$ cat src/rtl/fetch_pkg.sv
// Shared types and constants for the instruction fetch stage.
package fetch_pkg;

  localparam int XLEN_DEFAULT = 32;
  localparam int INSTR_BYTES  = 4;

  typedef struct packed {
    logic [XLEN_DEFAULT-1:0] pc;
    logic [XLEN_DEFAULT-1:0] pc_plus4;
    logic [XLEN_DEFAULT-1:0] instr;
  } fetch_entry_t;

endpackage

$ cat src/rtl/fetch_fifo.sv
// Circular prefetch buffer of DEPTH entries; clear has priority over push/pop.
// Head entry is read combinationally so a pushed entry is visible the next cycle.
module fetch_fifo
  import fetch_pkg::*;
#(
  parameter int  DEPTH   = 4,
  parameter type entry_t = fetch_entry_t,
  localparam int PW      = $clog2(DEPTH),
  localparam int CW      = $clog2(DEPTH) + 1
) (
  input  logic          clk,
  input  logic          rst,
  input  logic          push,
  input  logic          pop,
  input  logic          clear,
  input  entry_t        wr_data,
  output entry_t        rd_data,
  output logic          full,
  output logic          empty,
  output logic [CW-1:0] count
);

  entry_t        mem [DEPTH];
  logic [PW-1:0] wr_ptr_q;
  logic [PW-1:0] rd_ptr_q;
  logic [CW-1:0] count_q;
  logic          do_push;
  logic          do_pop;

  assign empty   = (count_q == '0);
  assign full    = (count_q == CW'(DEPTH));
  assign count   = count_q;
  assign rd_data = mem[rd_ptr_q];
  assign do_pop  = pop && !empty;
  // A full buffer can still accept a push when the head leaves in the same cycle.
  assign do_push = push && (!full || do_pop);

  always_ff @(posedge clk) begin
    if (do_push && !clear) begin
      mem[wr_ptr_q] <= wr_data;
    end
  end

  always_ff @(posedge clk or posedge rst) begin
    if (rst) begin
      wr_ptr_q <= '0;
      rd_ptr_q <= '0;
      count_q  <= '0;
    end else if (clear) begin
      wr_ptr_q <= '0;
      rd_ptr_q <= '0;
      count_q  <= '0;
    end else begin
      if (do_push) wr_ptr_q <= wr_ptr_q + PW'(1);
      if (do_pop)  rd_ptr_q <= rd_ptr_q + PW'(1);
      count_q <= count_q + CW'(do_push) - CW'(do_pop);
    end
  end

endmodule

$ cat src/rtl/fetch_prefetch.sv
// Sequential instruction fetch with prefetch queue, redirect/interrupt flush.
// Optional FETCH_MISALIGN_CHECK_EN: sticky err on a flush target with addr[1:0] != 0.
module fetch_prefetch
  import fetch_pkg::*;
#(
  parameter int              XLEN     = XLEN_DEFAULT,
  parameter int              DEPTH    = 4,
  parameter logic [XLEN-1:0] RESET_PC = '0
) (
  input  logic            clk,
  input  logic            rst,
  input  logic            redirect_valid,
  input  logic [XLEN-1:0] redirect_addr,
  input  logic            intr_valid,
  input  logic [XLEN-1:0] intr_addr,
  output logic            imem_req,
  output logic [XLEN-1:0] imem_addr,
  input  logic [XLEN-1:0] imem_rdata,
  output logic            out_valid,
  input  logic            out_ready,
  output logic [XLEN-1:0] out_pc,
  output logic [XLEN-1:0] out_pc_plus4,
  output logic [XLEN-1:0] out_instr,
  output logic            err
);

  localparam int CW = $clog2(DEPTH) + 1;
  localparam logic [XLEN-1:0] ALIGN_MASK = ~XLEN'(INSTR_BYTES - 1);

  typedef struct packed {
    logic [XLEN-1:0] pc;
    logic [XLEN-1:0] pc_plus4;
    logic [XLEN-1:0] instr;
  } entry_t;

  logic [XLEN-1:0] pc_q;
  logic [XLEN-1:0] raw_target;
  logic [XLEN-1:0] target;
  logic            inflight_q;
  logic            drop_q;
  logic            flush;
  logic            push;
  logic            pop;
  logic            fifo_full;
  logic            fifo_empty;
  logic [CW-1:0]   fifo_count;
  entry_t          wr_entry;
  entry_t          head;

  assign flush      = intr_valid || redirect_valid;
  assign raw_target = intr_valid ? intr_addr : redirect_addr;
  assign target     = raw_target & ALIGN_MASK;

  // Slots already promised to an in-flight read count as occupied.
  assign imem_req  = !rst && !flush && !fifo_full &&
                     ((fifo_count + CW'(inflight_q)) < CW'(DEPTH));
  assign imem_addr = pc_q;

  assign push      = inflight_q && !drop_q && !flush;
  assign out_valid = !fifo_empty;
  assign pop       = out_valid && out_ready;

  // pc_q has advanced exactly once since the request now answering was issued.
  always_comb begin
    wr_entry          = '0;
    wr_entry.pc       = pc_q - XLEN'(INSTR_BYTES);
    wr_entry.pc_plus4 = pc_q;
    wr_entry.instr    = imem_rdata;
  end

  assign out_pc       = head.pc;
  assign out_pc_plus4 = head.pc_plus4;
  assign out_instr    = head.instr;

  always_ff @(posedge clk or posedge rst) begin
    if (rst) begin
      pc_q       <= RESET_PC;
      inflight_q <= 1'b0;
      drop_q     <= 1'b0;
    end else if (flush) begin
      pc_q       <= target;
      inflight_q <= 1'b0;
      drop_q     <= inflight_q;
    end else begin
      inflight_q <= imem_req;
      drop_q     <= 1'b0;
      if (imem_req) pc_q <= pc_q + XLEN'(INSTR_BYTES);
    end
  end

`ifdef FETCH_MISALIGN_CHECK_EN
  logic err_q;

  always_ff @(posedge clk or posedge rst) begin
    if (rst) begin
      err_q <= 1'b0;
    end else if (flush && (raw_target[1:0] != 2'b00)) begin
      err_q <= 1'b1;
    end
  end

  assign err = err_q;
`else
  assign err = 1'b0;
`endif

  fetch_fifo #(
    .DEPTH   (DEPTH),
    .entry_t (entry_t)
  ) u_fifo (
    .clk     (clk),
    .rst     (rst),
    .push    (push),
    .pop     (pop),
    .clear   (flush),
    .wr_data (wr_entry),
    .rd_data (head),
    .full    (fifo_full),
    .empty   (fifo_empty),
    .count   (fifo_count)
  );

endmodule

$ cat config.mk
export PLATFORM = sky130hd
export DESIGN_NAME = fetch_prefetch
export DESIGN_NICKNAME = d
export VERILOG_FILES = /design/src/rtl/fetch_pkg.sv /design/src/rtl/fetch_fifo.sv /design/src/rtl/fetch_prefetch.sv
export SDC_FILE = /design/constraint.sdc
export NUM_CORES = 1
export LEC_CHECK = 0
export ABC_AREA = 1
export ABC_CLOCK_PERIOD_IN_PS = 10400
export BUFFER_PORTS_ARGS = -buffer_cell sky130_fd_sc_hd__buf_2
export CAP_MARGIN = 20
export CORE_MARGIN = 10
export CORE_UTILIZATION = 60
export DETAILED_ROUTE_END_ITERATION = 10
export PLACE_DENSITY = 0.82
export SYNTH_ARGS = -nofsm -noshare
export SYNTH_HDL_FRONTEND = slang
export SYNTH_SLANG_ARGS = --single-unit
export TNS_END_PERCENT = 10
$ cat constraint.sdc
create_clock -name clk -period 10.4 [get_ports clk]
set_clock_uncertainty 0.1 [all_clocks]
set_input_delay 1.04 -clock clk [delete_from_list [all_inputs] [get_ports clk]]
set_output_delay 1.04 -clock clk [all_outputs]
set_load 0.02 [all_outputs]
==> metrics, run 1 <==
number of global-route vias before repair around 12k; Worst Max-Slew Pin Slew 1040 ps; Pwr Density 175 mW/mm2; Crit. End Element output port; post-CTS sizing 0; CTS tree yes; die area approximately 0.037 mm2; final hold vios 0; Netlist cell types 39; hold path depth 2; hold crit path type flip-flop to flip-flop; clock tree buffer depth 3; R2R cell count 5; slowest stage cell on the critical path buf_4; drt pass-1 iters 5; Leakage 0.00738 uW; clock-pin transition on the worst setup and hold timing paths around 60 ps; min cycle time layout 4570 ps; DR iter-0 viols 1302; first-pass GRT wire length 65100 um; Area after DPL 0.0187 mm2; GRT Overall Usage ~22%; final WL about 43000 um; clock root buffer clkbuf_16; Cell Rows between 60 and 70; # DRC 0; fraction of layout cells with a size suffix above 1 between 10% and 20%; dpl ws around 5600 ps; Final Cell Area approximately 0.020 mm2; clock latency on the worst-skew pair 520 ps; largest net degree at the start of global routing 118; EDFF count, synth 368; Crit path top cell by count buf_4; Syn. warnings 0; number of CTS-inserted buffers 41; status finished clean; P&R area growth vs syn 12.9%; setup TNS 0 ps; Slew headroom 30.7%; Core ar. 0.0289 mm2; Fillers 2045; postcts setup bufs 0; Worst path max stage delay 820 ps; RSZ-0062 raised after global routing false; number of vias per cell roughly 5.8; nets 1834; Worst EP arrival 3430 ps; initial antenna violation count 0; total power 3500 uW; Final ANT Viol Nets 0; Post-DP HPWL between 20000 and 30000 um; PortBufs 220; Synth async-reset ratio 9.58%; Die Y 192 um; routed via count 12.5k; Mapped Area 0.0177 mm2; Setup crit start kind flip-flop; sequential share of the synthesized area 67.9%; Ant. Diodes 0; TritonCTS Sinks 407; Syn Inst Count approximately 1.6k; CP max FO between 100 and 150; critical path, cell by cell buf_4 -> buf_4 -> o21ai_0 -> o22ai_1 -> buf_2; synthesized flop and latch total 407; I/O pin total 232; hold_buf cts 0; DR WL/cell 19.9 um; Initial Util 61.3%; Die W about 190 um; Max Fclk 219 MHz; Pins Over Slew Limit 0; final setup vio count 0; worst vdd ir about 140 uV; Final WS setup 5830 ps; hold slack about 440 ps; Final GP Congestion 0.856; Avg Inst Size Synth 11.3 um2; MaxCap Viol Count 0; WS Path Type flip-flop to output port; CP required 9260 ps; Final Cycle Share a little over two fifths; dominant synthesized flop cell edfxtp_1; H-tree Lvls 2; Overflow after GRT 0
[path summary, 6_finish.rpt]
path | slack (ps) | startpoint | to
worst max-delay path | 5830 | u_fifo.rd_ptr_q[0] | out_pc[10]
worst min-delay path | 440 | inflight_q | drop_q
worst max register to register | 7010 | u_fifo.count[1] | u_fifo.mem[1][6]
worst min register to register | 440 | inflight_q | drop_q
max in group asynchronous | 9250 | rst | u_fifo.rd_ptr_q[0]
min in group asynchronous | 550 | rst | imem_addr[15]
[worst max-delay path, delay by kind of cell (launching register included)]
kind / cells / cell delay [ps]
compound gates: 2 / 520
buf+inv: 3 / 1720
flops: 1 / 550
[Yosys cell counts, types with 10 or more instances]
cell | instances | area share, %
o21ai_0 | 207 | 5.8
nand3_1 | 48 | 1.4
xor2_1 | 27 | 1.3
buf_2 | 35 | 0.99
buf_4 | 41 | 1.7
a21oi_1 | 35 | 0.99
nand2_2 | 10 | 0.35
o22ai_1 | 96 | 3.4
inv_1 | 55 | 1.2
dfrtp_1 | 39 | 5.5
clkbuf_1 | 41 | 0.87
nor2_1 | 341 | 7.2
nand2_1 | 138 | 2.9
edfxtp_1 | 368 | 62
o21ai_1 | 12 | 0.34
nor2_2 | 10 | 0.35
nand4_1 | 10 | 0.35
[logic make-up (layout without fill, tap and decap cells)]
group | count (synthesis) | count (layout) | synth area share (%)
xor gates and xnor gates | 27 | 27 | 1.33
adders and majority gates | 9 | 9 | 0.678
DFF | 407 | 407 | 67.9
muxes | 1 | 1 | 0.0565
other | 1 | 7 | 0.0212
AOI/OAI and AO/OA | 357 | 357 | 10.9
and+or+nand+nor | 577 | 577 | 13.8
buffers and inverters | 190 | 369 | 5.36
[through the flow]
| step | utilization (%) | instances |
|---|---|---|
| CTS | 69.0 | 2137 |
| floorplan | - | 1575 |
| global route | 69.1 | 2138 |
| detailed placement | 64.8 | 2064 |
| finish | 69.1 | 2138 |
| global placement | 64.8 | 2064 |
[sequential cells by signal (all words and copies together) (netlist names)]
register and cells:
u_fifo.wr_ptr_q 2, imem_addr 30, u_fifo.mem 368, inflight_q 1, drop_q 1, u_fifo.count 3
u_fifo.rd_ptr_q 2
[layer usage]
layer / global-route usage, % / wire length [um] / vias to the layer above / share of wire, %
li1: - / - / 5793 / -
met1: 30.7 / 17400 / 5959 / 41
met3: 4.10 / 3910 / 88 / 9.2
met2: 35.6 / 20000 / 620 / 47
met5: 0 / 0 / - / 0
met4: 7.24 / 1200 / 0 / 2.8
[cells in the final DEF, fill, tap and decap left out, drive strengths merged]
cell type and count:
nand3b 1, and2 4, nor3b 1, o211ai 2, edfxtp 368, nand2 149, buf 232, clkbuf 56
dfrtp 39, a31oi 3, or2 1, nand3 49, fa 1, a21oi 36, o22ai 96, clkinvlp 2
nor2 361, nand4 10, ha 8, conb 7, o21ai 220, xor2 27, mux2i 1, inv 64
nor3 1, bufinv 2, clkinv 13
[power by group]
part / internal (uW) / switching, uW / leakage [uW]
Combinational: 73.3 / 167 / 0.00300
Sequential: 1830 / 61.7 / 0.00377
Clock: 791 / 572 / 0.000603
[cell type report]
class	instances	area, um2	share of cell area, %
Inverter	64	243	1.21
Timing Repair Buffer	232	1210	6.05
Tap cell	384	480	2.40
Clock inverter	17	135	0.676
Multi-Input combinational cell	978	4800	24.0
Clock buffer	56	1100	5.51
Sequential cell	407	12000	60.1
Power figures use the tool's default switching activity.
==> run 2, diff against run 1 <==
Settings changed: ABC_AREA 1 to 0, ABC_CLOCK_PERIOD_IN_PS 10400 to 4800, CORE_UTILIZATION 60 to 57, PLACE_DENSITY 0.82 to 0.79.
Clock period 10.4 ns to 4.8 ns, I/O delays scaled along.
==> metrics, run 2 <==
Fillers 1937 (was 2045); failing checks negative hold slack; max reg flops 368 (unchanged); WS Path Type flip-flop to output port (unchanged); clock-pin transition on the worst setup and hold timing paths 60 ps (about the same); Syn Inst Count 919 (was 1569); final hold vios 5 (was 0); number of vias per cell 6.08 (was 5.83); TritonCTS Sinks 407 (unchanged); PortBufs 220 (unchanged); setup TNS 0 ps (unchanged); critical path, cell by cell buf_4 -> mux4_2 -> buf_2 (was buf_4 -> buf_4 -> o21ai_0 -> o22ai_1 -> buf_2); worst vdd ir 296 uV (was 140 uV); Post-synth top cells edfxtp_1, mux4_2, dfrtp_1 (was edfxtp_1, nor2_1, o21ai_0); status finished with violations (was finished clean); I/O pin total 232 (unchanged); P&R area growth vs syn 16.0% (was 12.9%); clock latency on the worst-skew pair 520 ps (about the same); synthesized flop and latch total 407 (unchanged); synth top area cells edfxtp_1, mux4_2, dfrtp_1 (was edfxtp_1, nor2_1, o21ai_0); top-count cell post-synth edfxtp_1 (unchanged); final WL 37400 um (was 42500 um); hold crit path type input pin to asynchronous set/reset pin (was flip-flop to flip-flop); leading cell type in the layout, fill and taps excluded edfxtp_1 (unchanged); dominant synthesized flop cell edfxtp_1 (unchanged); Syn. warnings 0 (unchanged); Clock power frac 42.1% (was 39.0%); sequential share of power 52.6% (was 54.1%); Die Y 191 um (was 192 um); Initial Util 58.0% (was 61.3%); Synth async-reset ratio 9.58% (unchanged); hold_buf cts 0 (unchanged); H-tree Lvls 2 (unchanged); Netlist cell types 61 (was 39); Final ANT Viol Nets 0 (unchanged); RSZ-0062 raised after global routing false (unchanged); fraction of layout cells with a size suffix above 1 35.4% (was 19.2%); final setup vio count 0 (unchanged); NetSw 1590 uW (was 801 uW); Worst path max stage delay 720 ps (was 820 ps); nets 1225 (was 1834); die area 0.0366 mm2 (was 0.0368 mm2); top cell type by total area after synthesis edfxtp_1 (unchanged); post-CTS sizing 0 (unchanged); EDFF count, synth 368 (unchanged); Pwr Density 398 mW/mm2 (was 175 mW/mm2); Crit. Startpoint u_fifo.rd_ptr_q[0] (unchanged); Avg Inst Size Synth 18.2 um2 (was 11.3 um2); postcts setup bufs 0 (unchanged); largest net degree at the start of global routing 64 (was 118); Final GP Congestion 0.874 (was 0.856); GRT Overall Usage 20.4% (was 22.4%); Internal 6120 uW (was 2690 uW); hold slack -2.17 ps (was 441 ps); Setup crit start kind flip-flop (unchanged); routed via count 9264 (was 12.5k); Core ar. 0.0289 mm2 (about the same); Max Fclk 313 MHz; Synth top area share 66.1% (was 62.3%); Comb pwr share 5.2% (was 6.9%); reg2reg start imem_addr[4] (was u_fifo.count[1]); Biggest register u_fifo.mem (unchanged); number of global-route vias before repair 9711 (was 12.0k); CP required 4220 ps (was 9260 ps); # DRC 0 (unchanged); initial antenna violation count 1 (was 0); DR WL/cell 24.6 um (was 19.9 um); MaxCap Viol Count 0 (unchanged); Worst EP arrival 2620 ps (was 3430 ps); CP max FO 26 (was 103); Post-DP HPWL 24400 um (was 26300 um); Leakage 0.00669 uW (was 0.00738 uW); most frequent cells in the layout edfxtp_1, buf_2, mux4_2 (was edfxtp_1, nor2_1, buf_2); Mapped Area 0.0167 mm2 (was 0.0177 mm2); first-pass GRT wire length 57500 um (was 65100 um); Pins Over Slew Limit 0 (unchanged); CTS tree yes (unchanged); switch share 20.6% (was 22.9%); number of CTS-inserted buffers 41 (unchanged); slowest stage cell on the critical path dfrtp_4 (was buf_4); drt pass-1 iters 5 (unchanged); Overflow after GRT 0 (unchanged); Worst Max-Slew Pin Slew 854 ps (was 1040 ps); Crit. End Element output port (unchanged); Cell Rows 62 (unchanged); min cycle time layout 3200 ps; clock tree buffer depth 3 (unchanged); clock root buffer clkbuf_16 (unchanged); Slew headroom 43.1% (was 30.7%); Final Cycle Share about two thirds; Die W 191 um (was 192 um); sequential share of the synthesized area 71.9% (was 67.9%); DR iter-0 viols 855 (was 1302)
run 2: cell types whose count changed after synthesis, moves of 42 or more:
cell | previous run | this run
o22ai_1 | 96 | 8
inv_1 | 55 | 13
nor2_1 | 341 | 27
o21ai_0 | 207 | 15
mux4_2 | 0 | 92
nand2_1 | 138 | 33
run 2: metrics by stage:
stage / std cells / util [%] / total power (uW) / instance area (um2) / worst slack [ps]
4_1_cts: 1523 / 67.2 / 7770 / 19400 / 1510
3_3_place_gp: 1456 / 62.5 / 4510 / 18000 / 1500
6_report: 1524 / 67.2 / 7710 / 19400 / 1600
2_1_floorplan: 925 / - / 4380 / 16700 / 264
3_5_place_dp: 1456 / 62.5 / 4530 / 18000 / 1510
5_1_grt: 1523 / 67.2 / 7950 / 19400 / 1420
run 2: critical path, delay by kind of cell (launching register included):
family,cells,cell delay (ps)
flops,1,720
mux,1,630
buf+inv,2,730
run 2: final timing paths:
check | end | slack (ps) | depth (start not counted)
worst max-delay path | out_pc[2] | 1600 | 3
worst min-delay path | u_fifo.rd_ptr_q[0] | -2 | 2
worst max register to register | u_fifo.mem[2][89] | 1760 | 5
worst min register to register | drop_q | 440 | 1
max in group asynchronous | imem_addr[2] | 3810 | 3
min in group clk | u_fifo.mem[3][15] | 80 | 1
run 2: power groups by stage:
stage | registers, uW | clock network [uW] | logic, uW
final | 4060 | 3250 | 402
after global routing | 4070 | 3450 | 438
after CTS | 4060 | 3300 | 403
after detailed placement | 4130 | 0 | 400
after global placement | 4130 | 0 | 389
after floorplan | 4070 | 0 | 315
run 2: layout make-up:
type / instances / area (um2) / share of cell area [%]
antenna: 1 / 2.50 / 0.0129
clock buffer: 53 / 1090 / 5.62
multi-input combinational: 415 / 4180 / 21.6
timing repair buffer: 237 / 1290 / 6.66
sequential: 407 / 12000 / 62.0
tap: 384 / 480 / 2.48
clock inverter: 14 / 268 / 1.38
inverter: 13 / 48.8 / 0.252
run 2: kinds of logic (layout without fill, tap and decap cells):
group,Yosys count,count (layout),share of synthesized area [%]
DFF,407,407,71.9
and+or+nand+nor,158,158,5.03
AOI/OAI and AO/OA,106,106,4.35
buffers and inverters,103,317,3.29
muxes,97,97,12.7
xor gates and xnor gates,38,38,1.99
adders and majority gates,9,9,0.718
other,1,8,0.0224
run 2: per-layer routing:
metal	up-vias	part of all wire (%)	GRT usage (%)
li1	4032	-	-
met4	0	2.3	6.01
met5	-	0	0
met1	4700	40	27.7
met2	464	48	32.3
met3	68	9.3	5.34
